--- src/rtl/pong_game.sv ---
// Per-frame pong game-state engine: paddles, ball, scores and serve/game-over sequencing.
// Define PONG_AI_EN to have the right paddle track the ball instead of following r_up/r_down.
module pong_game #(
  parameter int PADDLE_SPEED = 4,
  parameter int BALL_SPEED   = 3,
  parameter int SERVE_FRAMES = 60,
  parameter int WIN_SCORE    = 9
) (
  input  logic       clk,
  input  logic       reset,
  input  logic       frame_tick,
  input  logic       l_up,
  input  logic       l_down,
  input  logic       r_up,
  input  logic       r_down,
  output logic [9:0] l_pos,
  output logic [9:0] r_pos,
  output logic [9:0] x_ball_pos,
  output logic [9:0] y_ball_pos,
  output logic [3:0] l_score,
  output logic [3:0] r_score,
  output logic       game_over
);

  typedef enum logic [1:0] {SERVE, PLAY, OVER} state_t;

  localparam logic [10:0] PSPEED     = 11'(PADDLE_SPEED);
  localparam logic [9:0]  PSPEED10   = 10'(PADDLE_SPEED);
  localparam logic [10:0] BSPEED     = 11'(BALL_SPEED);
  localparam logic [9:0]  BSPEED10   = 10'(BALL_SPEED);
  localparam logic [7:0]  SERVE_LOAD = 8'(SERVE_FRAMES);
  localparam logic [3:0]  WIN        = 4'(WIN_SCORE);

  state_t      state, state_next;
  logic [7:0]  count, count_next;
  logic [9:0]  l_next, r_next, x_next, y_next;
  logic [3:0]  l_score_next, r_score_next;
  logic        dir_x, dir_y, dir_x_next, dir_y_next;
  logic        r_up_eff, r_down_eff;
  logic        hit_l, hit_r;
  logic [10:0] x_sum, y_sum, y_wide;

  function automatic logic [9:0] paddle_step(input logic [9:0] pos, input logic up,
                                             input logic down);
    logic [10:0] sum;
    sum = {1'b0, pos} + PSPEED;
    paddle_step = pos;
    if (up && !down)
      paddle_step = (pos >= PSPEED10) ? pos - PSPEED10 : 10'd0;
    else if (down && !up)
      paddle_step = (sum > 11'd450) ? 10'd450 : sum[9:0];
  endfunction

`ifdef PONG_AI_EN
  // Steer the right paddle so its centre chases the ball centre.
  logic [10:0] ball_mid, pad_mid;
  assign ball_mid   = {1'b0, y_ball_pos} + 11'd5;
  assign pad_mid    = {1'b0, r_pos} + 11'd75;
  assign r_up_eff   = ball_mid < pad_mid;
  assign r_down_eff = ball_mid > pad_mid;
`else
  assign r_up_eff   = r_up;
  assign r_down_eff = r_down;
`endif

  assign y_wide = {1'b0, y_ball_pos};
  assign x_sum  = {1'b0, x_ball_pos} + BSPEED;
  assign y_sum  = y_wide + BSPEED;
  assign hit_l  = (y_wide + 11'd10 > {1'b0, l_pos}) && (y_wide < {1'b0, l_pos} + 11'd150);
  assign hit_r  = (y_wide + 11'd10 > {1'b0, r_pos}) && (y_wide < {1'b0, r_pos} + 11'd150);
  assign game_over = (state == OVER);

  always_comb begin
    state_next   = state;
    count_next   = count;
    l_next       = l_pos;
    r_next       = r_pos;
    x_next       = x_ball_pos;
    y_next       = y_ball_pos;
    dir_x_next   = dir_x;
    dir_y_next   = dir_y;
    l_score_next = l_score;
    r_score_next = r_score;
    case (state)
      SERVE: begin
        l_next = paddle_step(l_pos, l_up, l_down);
        r_next = paddle_step(r_pos, r_up_eff, r_down_eff);
        x_next = 10'd395;
        y_next = 10'd295;
        if (count == 8'd1) begin
          count_next = SERVE_LOAD;
          state_next = PLAY;
        end else begin
          count_next = count - 8'd1;
        end
      end
      PLAY: begin
        l_next = paddle_step(l_pos, l_up, l_down);
        r_next = paddle_step(r_pos, r_up_eff, r_down_eff);
        if (dir_y) begin
          if (y_sum >= 11'd590) begin
            y_next     = 10'd590;
            dir_y_next = 1'b0;
          end else begin
            y_next = y_sum[9:0];
          end
        end else if (y_wide < BSPEED) begin
          y_next     = 10'd0;
          dir_y_next = 1'b1;
        end else begin
          y_next = y_ball_pos - BSPEED10;
        end
        // A miss recentres the ball and serves it toward the player who lost the point.
        if (!dir_x && ({1'b0, x_ball_pos} < 11'd20 + BSPEED)) begin
          if (hit_l) begin
            x_next     = 10'd20;
            dir_x_next = 1'b1;
          end else begin
            r_score_next = r_score + 4'd1;
            x_next       = 10'd395;
            y_next       = 10'd295;
            dir_x_next   = 1'b0;
            dir_y_next   = dir_y;
            state_next   = (r_score + 4'd1 == WIN) ? OVER : SERVE;
          end
        end else if (dir_x && (x_sum >= 11'd770)) begin
          if (hit_r) begin
            x_next     = 10'd770;
            dir_x_next = 1'b0;
          end else begin
            l_score_next = l_score + 4'd1;
            x_next       = 10'd395;
            y_next       = 10'd295;
            dir_x_next   = 1'b1;
            dir_y_next   = dir_y;
            state_next   = (l_score + 4'd1 == WIN) ? OVER : SERVE;
          end
        end else if (dir_x) begin
          x_next = x_sum[9:0];
        end else begin
          x_next = x_ball_pos - BSPEED10;
        end
      end
      default: begin
      end
    endcase
  end

  always_ff @(posedge clk) begin
    if (!reset) begin
      state      <= SERVE;
      count      <= SERVE_LOAD;
      l_pos      <= 10'd225;
      r_pos      <= 10'd225;
      x_ball_pos <= 10'd395;
      y_ball_pos <= 10'd295;
      dir_x      <= 1'b1;
      dir_y      <= 1'b1;
      l_score    <= 4'd0;
      r_score    <= 4'd0;
    end else if (frame_tick) begin
      state      <= state_next;
      count      <= count_next;
      l_pos      <= l_next;
      r_pos      <= r_next;
      x_ball_pos <= x_next;
      y_ball_pos <= y_next;
      dir_x      <= dir_x_next;
      dir_y      <= dir_y_next;
      l_score    <= l_score_next;
      r_score    <= r_score_next;
    end
  end

endmodule

--- config.mk ---
export PLATFORM = sky130hd
export DESIGN_NAME = pong_game
export DESIGN_NICKNAME = d
export VERILOG_FILES = /design/src/rtl/pong_game.sv
export SDC_FILE = /design/constraint.sdc
export NUM_CORES = 1
export LEC_CHECK = 0
export CORE_ASPECT_RATIO = 0.6
export CORE_MARGIN = 4
export CORE_UTILIZATION = 37
export CTS_CLUSTER_SIZE = 25
export DETAILED_ROUTE_END_ITERATION = 8
export PLACE_DENSITY = 0.68
export SETUP_SLACK_MARGIN = 0.02
export SLEW_MARGIN = 10
export SYNTH_ARGS = -nofsm -noshare
export SYNTH_HDL_FRONTEND = slang
export SYNTH_SLANG_ARGS = --single-unit
--- constraint.sdc ---
create_clock -name clk -period 6.3 [get_ports clk]
set_input_delay 1.26 -clock clk [delete_from_list [all_inputs] [get_ports clk]]
set_output_delay 1.26 -clock clk [all_outputs]
set_load 0.05 [all_outputs]
### Word-level counts from Yosys, hierarchy flattened

Cells that the tools add are included.

* register bits: 60
* latch bits: 0
* bits in writable memories: 0
* memory bits (read-only): 0
* output and inout bits: 49
* word-level logic and storage cells: 120
* memories: 0

* add/sub/neg operators: 14
* multiply operators: 0
* div/mod/pow operators: 0
* magnitude comparators: 12
* equality and inequality tests: 11
* shifts and indexed selects: 0
* mux-type cells: 42
* bitwise logic cells: 3
* reductions and logical operators: 28

Operators with widths (number)
* 10-bit two-way mux: 19
* 10-bit case mux with 2 select lines: 2
* 10-bit by 2-bit adder with 11-bit output (second input constant): 2
* 10-bit by 3-bit adder with 11-bit output (second input constant): 2
* 10-bit by 8-bit adder with 11-bit output (second input constant): 2
* 11-bit by 10-bit greater-or-equal comparator with 1-bit output (second input constant): 2
* 11-bit by 10-bit greater-than comparator with 1-bit output: 2
* 11-bit by 9-bit greater-than comparator with 1-bit output (second input constant): 2
* 10-bit by 11-bit < comparator with 1-bit output: 2
* 10-bit by 3-bit greater-or-equal comparator with 1-bit output (second input constant): 2
* 10-bit by 2-bit subtractor with 10-bit output (second input constant): 2
* 10-bit by 3-bit subtractor with 10-bit output (second input constant): 2
* 2-bit two-way mux: 7
* 3-bit != test (second input constant): 4
* 10-bit by 4-bit adder with 11-bit output (second input constant): 1
* 1-bit two-way mux: 11
* 10-bit by 2-bit < comparator with 1-bit output (second input constant): 1
* 10-bit by 5-bit < comparator with 1-bit output (second input constant): 1
* 9-bit two-way mux: 1
* 3-bit AND reduction: 3
* 4-bit by 1-bit adder with 4-bit output (second input constant): 2
* 4-bit == test (second input constant): 2
* 8-bit by 1-bit == test with 1-bit output (second input constant): 1
* 1-bit logical AND: 8
* other kinds (15): 27

### Logic depth before layout (Yosys ltp)

Gate-level depths: netlist of the first run.

* depth in word-level cells: 8
* mapped depth: 15

### Worst setup path after synthesis of the first run

No wires, ideal clock.

* path kind: reg-to-reg
* start point: register y_ball_pos[4]
* end point: register r_score[3]
* data arrival time: 3.460 ns
* slack: 2.712 ns
* cell stages (with the launch flop): 15
* buffers on the path: 1
* clock period less this slack: 3.588 ns
* path through: dfxtp_1 -> buf_2 -> nand2_1 -> nor2_1 -> nand3_1 -> xnor2_1 -> ha_1 -> a21o_1 -> a21oi_1 -> or4b_1 -> a21o_1 -> a211oi_4 -> nand4_1 -> xor2_1 -> nor2_1

* longest elaborated chain between the ends: 5
* elaborated cells between the ends (all ways): 6

RTL lines
* start, declared: line 19 `output logic [9:0] y_ball_pos,`
* start signal, assigned: line 167 `y_ball_pos <= y_next;`
* 10-bit by 4-bit adder with 11-bit output: line 69 `assign hit_l = (y_wide + 11'd10 > {1'b0, l_pos}) && (y_wide < {1'b0, l_pos} + 11'd150);`
* 11-bit by 10-bit greater-than comparator with 1-bit output: line 69
* 1-bit logical AND *: line 69
* 1-bit inverter (no line) *
* 4-bit AND reduction (no line) *
* end signal, assigned: line 171 `r_score <= r_score_next;`
* end, declared: line 21 `output logic [3:0] r_score,`

Every way passes the cells marked *; elsewhere a longest branch is shown, timed or not.
A chain may end at the register's enable or synchronous reset.

### Final worst setup path of the first run

* start point: register y_ball_pos[1]
* end point: register dir_y

* longest elaborated chain between the ends: 7
* elaborated cells between the ends (all ways): 20

RTL lines
* 10-bit by 2-bit adder with 11-bit output: line 68 `assign y_sum = y_wide + BSPEED;`
* 11-bit by 10-bit greater-or-equal comparator with 1-bit output: line 101 `if (y_sum >= 11'd590) begin`
* 1-bit two-way mux: line 101
* 1-bit two-way mux: line 100 `if (dir_y) begin`
* 1-bit two-way mux: line 127 `if (hit_r) begin`
* 1-bit two-way mux: line 126 `end else if (dir_x && (x_sum >= 11'd770)) begin`
* 1-bit two-way mux: line 114 `if (!dir_x && ({1'b0, x_ball_pos} < 11'd20 + BSPEED)) begin`
* end signal, assigned: line 169 `dir_y <= dir_y_next;`
* end, declared: line 38 `logic dir_x, dir_y, dir_x_next, dir_y_next;`

Parallel ways exist; a longest one is shown, timed or not. The select of a mux whose other input is x is not followed.

==> flow_metrics.env, run 1 <==
export IMPL_outcome="complete, no violations"
export IMPL_yosysSeqAreaShare_pct=21.1
export IMPL_route_detailed_drc=0
export IMPL_finalSetupViolCount=0
export IMPL_postCtsHoldBufs=0
export IMPL_p_sw_mw=0.348
export IMPL_final_util_pct=44.8
export IMPL_cts_path_max_buffers=2
export IMPL_reg2reg_setup_slack_ps=2460
export IMPL_critical_path_cell_chain="inv_1 > ha_1 > and3b_4 > nand2_1 > o21ai_0 > nand3b_1 > a2bb2oi_1 > o21ai_0 > nor3_1 > o21ai_1"
export IMPL_worstRegToRegCells=10
export IMPL_grt_start_max_net_pins=28
export IMPL_ys_flop_type="dfxtp_1"
export IMPL_synth_edf_count=0
export IMPL_max_clock_freq_mhz=261
export IMPL_maxSlewViolCount=0
export IMPL_path_clk_slew_ps=60
export IMPL_cts_resized_gates=0
export IMPL_die_area_mm2=0.0175
export IMPL_ant_nets=0
export IMPL_syn_area_mm2=0.00570
export IMPL_syn_area_per_cell_um2=7.54
export IMPL_syn_nets=825
export IMPL_p_sw_share_pct=31.7
export IMPL_hpwl_mm=12.8
export IMPL_tightest_slew_ps=1050
export IMPL_drive_gt1_share_pct=4.42
export IMPL_die_h_um=104
export IMPL_first_global_vias=5128
export IMPL_syn_inst=755
export IMPL_final_common_cell="nor2_1"
export IMPL_first_pass_iters=5
export IMPL_p_per_area_mw_per_mm2=166
export IMPL_worstPathArrival_ps=4040
export IMPL_p_int_mw=0.748
export IMPL_path_class="reg2reg"
export IMPL_wl_per_cell_um=17.3
export IMPL_synth_top_area_share_pct=21.1
export IMPL_io_buffers=55
export IMPL_async_flop_share_pct=0
export IMPL_holdCritPathClass="reg2reg"
export IMPL_cpMostUsedCell="o21ai_0"
export IMPL_grt_pass1_wl_mm=28.1
export IMPL_clock_sinks=60
export IMPL_rsz0062_at_grt="no"
export IMPL_cts_root_buf="clkbuf_16"
export IMPL_cts_tree="built"
export IMPL_pwr_share_clk_pct=42.1
export IMPL_synthDistinctLibCells=83
export IMPL_maxSlewHeadroom_pct=29.6
export IMPL_worstSetupStartpoint="y_ball_pos[1]"
export IMPL_rows=34
export IMPL_dr_first_iter_drc_count=648
export IMPL_nets=857
export IMPL_yosys_warnings=0
export IMPL_vdd_drop_max_mv=0.114
export IMPL_timing_rr_end="dir_y"
export IMPL_hold_violations=0
export IMPL_routed_wl_mm=17.2
export IMPL_antenna_cells=0
export IMPL_maxCapViolCount=0
export IMPL_leakage_nw=2.58
export IMPL_core_area_mm2=0.0148
export IMPL_final_cell_mix="nor2_1, nand2_1, ha_1"
export IMPL_post_cts_repair_setup_buffers=0
export IMPL_vias=5808
export IMPL_power_frac_comb_pct=20.2
export IMPL_crit_slowest_cell="a2bb2oi_1"
export IMPL_synthTopCellsByArea="dfxtp_1, ha_1, xnor2_1"
export IMPL_gp_congestion=0.980
export IMPL_endpoint_kind="flip-flop"
export IMPL_ios=56
export IMPL_grt_antenna_before_repair=0
export IMPL_yosys_area_top_type="dfxtp_1"
export IMPL_cts_htree_levels=3
export IMPL_yosys_register_bits=60
export IMPL_cp_required_ps=6500
export IMPL_start_util_pct=38.6
export IMPL_track_usage_pct=19.2
export IMPL_cp_start_kind="flip-flop"
export IMPL_fin_crit_sh_pct=60.9
export IMPL_grt_ovfl_total=0
export IMPL_areaGrowthSynthToFinish_pct=16.2
export IMPL_die_width_um=168
export IMPL_finalCriticalPeriod_ps=3840
export IMPL_cp_endpoint="dir_y"
export IMPL_insertion_delay_ps=330
export IMPL_finalSetupTns_ps=0
export IMPL_viasPerCell=5.87
export IMPL_p_seq_share_pct=37.8
export IMPL_finClkSkew_ps=8.38
export IMPL_crit_fanout=12
export IMPL_numCtsBuffers=9
export IMPL_slowest_delay_ps=840
export IMPL_r2r_start="y_ball_pos[1]"
==> power groups by stage <==
| stage | clock network (mW) | registers, mW | logic [mW] |
|---|---|---|---|
| after global routing | 0.488 | 0.416 | 0.244 |
| after floorplan | 0 | 0.435 | 0.141 |
| after CTS | 0.471 | 0.413 | 0.218 |
| after global placement | 0 | 0.421 | 0.216 |
| final | 0.461 | 0.414 | 0.221 |
| after detailed placement | 0 | 0.421 | 0.216 |
==> state kept, by name, indices dropped and copies added (netlist names) <==
signal,count
count,8
dir_x,1
dir_y,1
l_pos,10
l_score,4
r_pos,10
r_score,4
state,2
x_ball_pos,10
y_ball_pos,10
==> cell type report <==
class                           count  area [µm²]
Fill cell                        1453        8140
Multi-Input combinational cell    615        4160
Sequential cell                    60        1200
Timing Repair Buffer               57         566
Tap cell                          198         248
Clock buffer                       11         243
Inverter                           44         165
Clock inverter                      5        36.3
==> cells in the mapped netlist (5+ instances only) <==
master,instances
o22a_1,7
a31oi_1,11
nor2_1,69
o21ai_0,37
nor3_1,35
o21ai_1,15
a211o_1,8
ha_1,63
o21a_1,7
o211ai_1,7
nand3_1,28
o31ai_1,11
nor4_1,7
clkbuf_1,24
a211oi_1,9
a21o_1,9
xor2_1,12
or3_1,8
nand2b_1,10
nand4_1,12
nor2b_1,7
xnor2_1,31
a21oi_1,48
buf_2,8
o221ai_1,5
nand2_1,65
dfxtp_1,60
and2_1,7
inv_1,40
o22ai_1,7
==> cells by family (layout without fill, tap and decap cells) <==
logic type	after synthesis	in the layout	share of synthesized area, %
adder cells (fa/ha/maj)	63	63	13.8
AO/OA/AOI/OAI	232	232	28.0
buffers and inverters	80	117	5.84
flip-flops	60	60	21.1
AND/OR/NAND/NOR	271	271	23.3
XOR/XNOR	43	43	6.61
multiplexers	6	6	1.30
==> worst max-delay path, delay by kind of cell (launching register included) <==
kind	cells	cell delay, ps
flip-flops	1	680
AO/OA/AOI/OAI	4	1540
adder cells (fa/ha/maj)	1	330
AND/OR/NAND/NOR	4	870
buffers and inverters	1	290
==> routing by layer <==
layer  GRT usage [%]  vias up  part of all wire, %
met3            5.77       13                   11
met2            24.3      304                   38
met4            2.61        0                 0.45
met1            31.3     2636                   50
li1                -     2855                    -
met5               0        -                    0
==> stage by stage <==
stage	cell area [µm²]	setup WS [ps]	hold WS [ps]	std cells	power, mW
after floorplan	5700	2710	439	755	0.575
after CTS	6620	2590	475	990	1.10
after global routing	6620	2230	495	990	1.15
final	6620	2460	469	990	1.10
after global placement	6340	2600	464	974	0.638
after detailed placement	6340	2460	459	974	0.637
==> worst min-delay path by stage <==
| stage | cells after the start | start | slack (ps) | end |
|---|---|---|---|---|
| floorplan | 2 | count[2] | 440 | count[2] |
| global placement | 2 | count[2] | 460 | count[2] |
| detailed placement | 2 | count[2] | 460 | count[2] |
| CTS | 2 | count[2] | 470 | count[2] |
| global route | 2 | count[2] | 490 | count[2] |
| finish | 2 | count[2] | 470 | count[2] |
No activity file was read; power rests on OpenSTA's default activity.
==> run 2, diff against run 1 <==
- clock period: 6.3 -> 3.54 ns (I/O delays scaled with it)
==> flow_metrics.env, run 2 (synthesized netlist as in run 1, its figures left out) <==
export IMPL_outcome="complete, no violations"
export IMPL_r2r_start="y_ball_pos[1]"
export IMPL_power_frac_comb_pct=20.1
export IMPL_track_usage_pct=20.0
export IMPL_vdd_drop_max_mv=0.209
export IMPL_dp_cells=1004
export IMPL_first_global_vias=5377
export IMPL_start_util_pct=38.6
export IMPL_holdCritPathClass="reg2reg"
export IMPL_grt_start_max_net_pins=27
export IMPL_pwr_share_clk_pct=46.7
export IMPL_cts_path_max_buffers=2
export IMPL_dp_slack_ps=203
export IMPL_rows=34
export IMPL_slowest_delay_ps=460
export IMPL_finClkSkew_ps=6.52
export IMPL_die_width_um=168
export IMPL_routed_wl_met3_mm=1.75
export IMPL_cp_num_buf_inv=0
export IMPL_finalSetupViolCount=0
export IMPL_final_common_cell="nor2_1"
export IMPL_finalSetupTns_ps=0
export IMPL_antenna_cells=0
export IMPL_endpoint_kind="flip-flop"
export IMPL_route_detailed_drc=0
export IMPL_hpwl_mm=13.4
export IMPL_crit_family="compound AO/OA/AOI/OAI gates"
export IMPL_final_cells=1024
export IMPL_cts_tree="built"
export IMPL_first_pass_iters=5
export IMPL_path_clk_slew_ps=60
export IMPL_maxSlewHeadroom_pct=49.5
export IMPL_holdCritStartpoint="count[2]"
export IMPL_tightest_slew_ps=748
export IMPL_cpMostUsedCell="a21o_1"
export IMPL_finalPower_mw=2.17
export IMPL_rsz0062_at_grt="yes"
export IMPL_grt_ovfl_total=0
export IMPL_core_area_mm2=0.0148
export IMPL_p_seq_share_pct=33.3
export IMPL_hold_violations=0
export IMPL_p_sw_mw=0.634
export IMPL_maxCapViolCount=0
export IMPL_grt_antenna_before_repair=0
export IMPL_areaGrowthSynthToFinish_pct=22.4
export IMPL_highest_layer="met4"
export IMPL_cts_root_buf="clkbuf_16"
export IMPL_p_int_mw=1.53
export IMPL_drive_gt1_share_pct=9.44
export IMPL_p_sw_share_pct=29.3
export IMPL_vias=6076
export IMPL_maxSlewViolCount=0
export IMPL_leakage_nw=2.77
export IMPL_crit_slowest_cell="or4b_1"
export IMPL_path_class="reg2reg"
export IMPL_finalCriticalPeriod_ps=3380
export IMPL_numCtsBuffers=9
export IMPL_die_h_um=104
export IMPL_nFillCells=1408
export IMPL_die_area_mm2=0.0175
export IMPL_dr_first_iter_drc_count=644
export IMPL_io_buffers=55
export IMPL_worstPathArrival_ps=3610
export IMPL_grt_pass1_wl_mm=29.2
export IMPL_crit_fanout=8
export IMPL_gp_congestion=0.937
export IMPL_insertion_delay_ps=340
export IMPL_setup_slack_ps=165
export IMPL_critical_path_cell_chain="a21oi_1 > nor2_1 > nand3_1 > xnor2_2 > ha_1 > a21o_1 > a21oi_1 > or4b_1 > a21o_1 > a21o_1 > nand3_2 > o21ai_1 > a21o_1"
export IMPL_ios=56
export IMPL_wl_met2_mm=6.77
export IMPL_fin_crit_sh_pct=95.3
export IMPL_routed_wl_mm=17.8
export IMPL_cp_start_kind="flip-flop"
export IMPL_nets=891
export IMPL_cp_required_ps=3770
export IMPL_wl_per_cell_um=17.4
export IMPL_viasPerCell=5.93
export IMPL_cts_htree_levels=3
export IMPL_final_cell_mix="nor2_1, nand2_1, ha_1"
export IMPL_max_clock_freq_mhz=296
export IMPL_clock_sinks=60
export IMPL_postCtsHoldBufs=0
export IMPL_m1WireLength_mm=9.15
export IMPL_p_per_area_mw_per_mm2=311
export IMPL_worstSetupStartpoint="y_ball_pos[1]"
export IMPL_ant_nets=0
## run 2: cell types whose count changed in the layout (fill, tap and decap cells not counted), sizes merged
| cell | delta |
|---|---|
| nand3 | +2 |
| bufinv | +2 |
| clkinv | -1 |
| inv | -1 |
| clkinvlp | -2 |
| clkbuf | +2 |
| buf | +32 |
## run 2: cell type report
| cell class | instances | area (µm²) | share of cell area [%] |
|---|---|---|---|
| inverters | 44 | 165 | 2.37 |
| well taps | 198 | 248 | 3.55 |
| repair buffers | 89 | 806 | 11.6 |
| multi-input cells | 617 | 4210 | 60.4 |
| flip-flops and latches | 60 | 1210 | 17.3 |
| clock inverters | 3 | 67.6 | 0.969 |
| clock buffers | 13 | 270 | 3.88 |
## run 2: power groups by stage
stage,clock network (mW),logic (mW),registers (mW)
after floorplan,0,0.250,0.774
after global placement,0,0.425,0.734
after detailed placement,0,0.425,0.734
after CTS,1.03,0.427,0.720
after global routing,1.06,0.476,0.724
final,1.01,0.435,0.721
## run 2: tightest hold or removal path: stages (launching register included)
cell and delay (ps):
dfxtp_1 320, nand2_1 50, nand3_1 70
## run 2: repair_timing
action	4_1_cts	5_1_grt
buffers inserted	0	2
setup endpoints to repair	0	11
resized for setup	0	6
## run 2: worst paths after layout
kind	end	slack, ps	cells past startpoint
hold / removal	count[2]	480	2
setup reg to reg	y_ball_pos[7]	160	13
hold reg to reg	count[2]	480	2
setup / recovery	y_ball_pos[7]	160	13
## run 2: per-layer routing
metal | track usage (%) | up-vias
li1 | - | 2928
met1 | 32.8 | 2819
met2 | 25.5 | 308
met3 | 4.71 | 21
met4 | 3.94 | 0
met5 | 0 | -
## run 2: per-stage QoR
| stage | hold slack [ps] | area [µm²] | utilization, % |
|---|---|---|---|
| after CTS | 479 | 6910 | 46.8 |
| after detailed placement | 464 | 6570 | 44.5 |
| after floorplan | 439 | 5700 | - |
| after global placement | 460 | 6570 | 44.5 |
| final | 476 | 6970 | 47.2 |
| after global routing | 509 | 6970 | 47.2 |
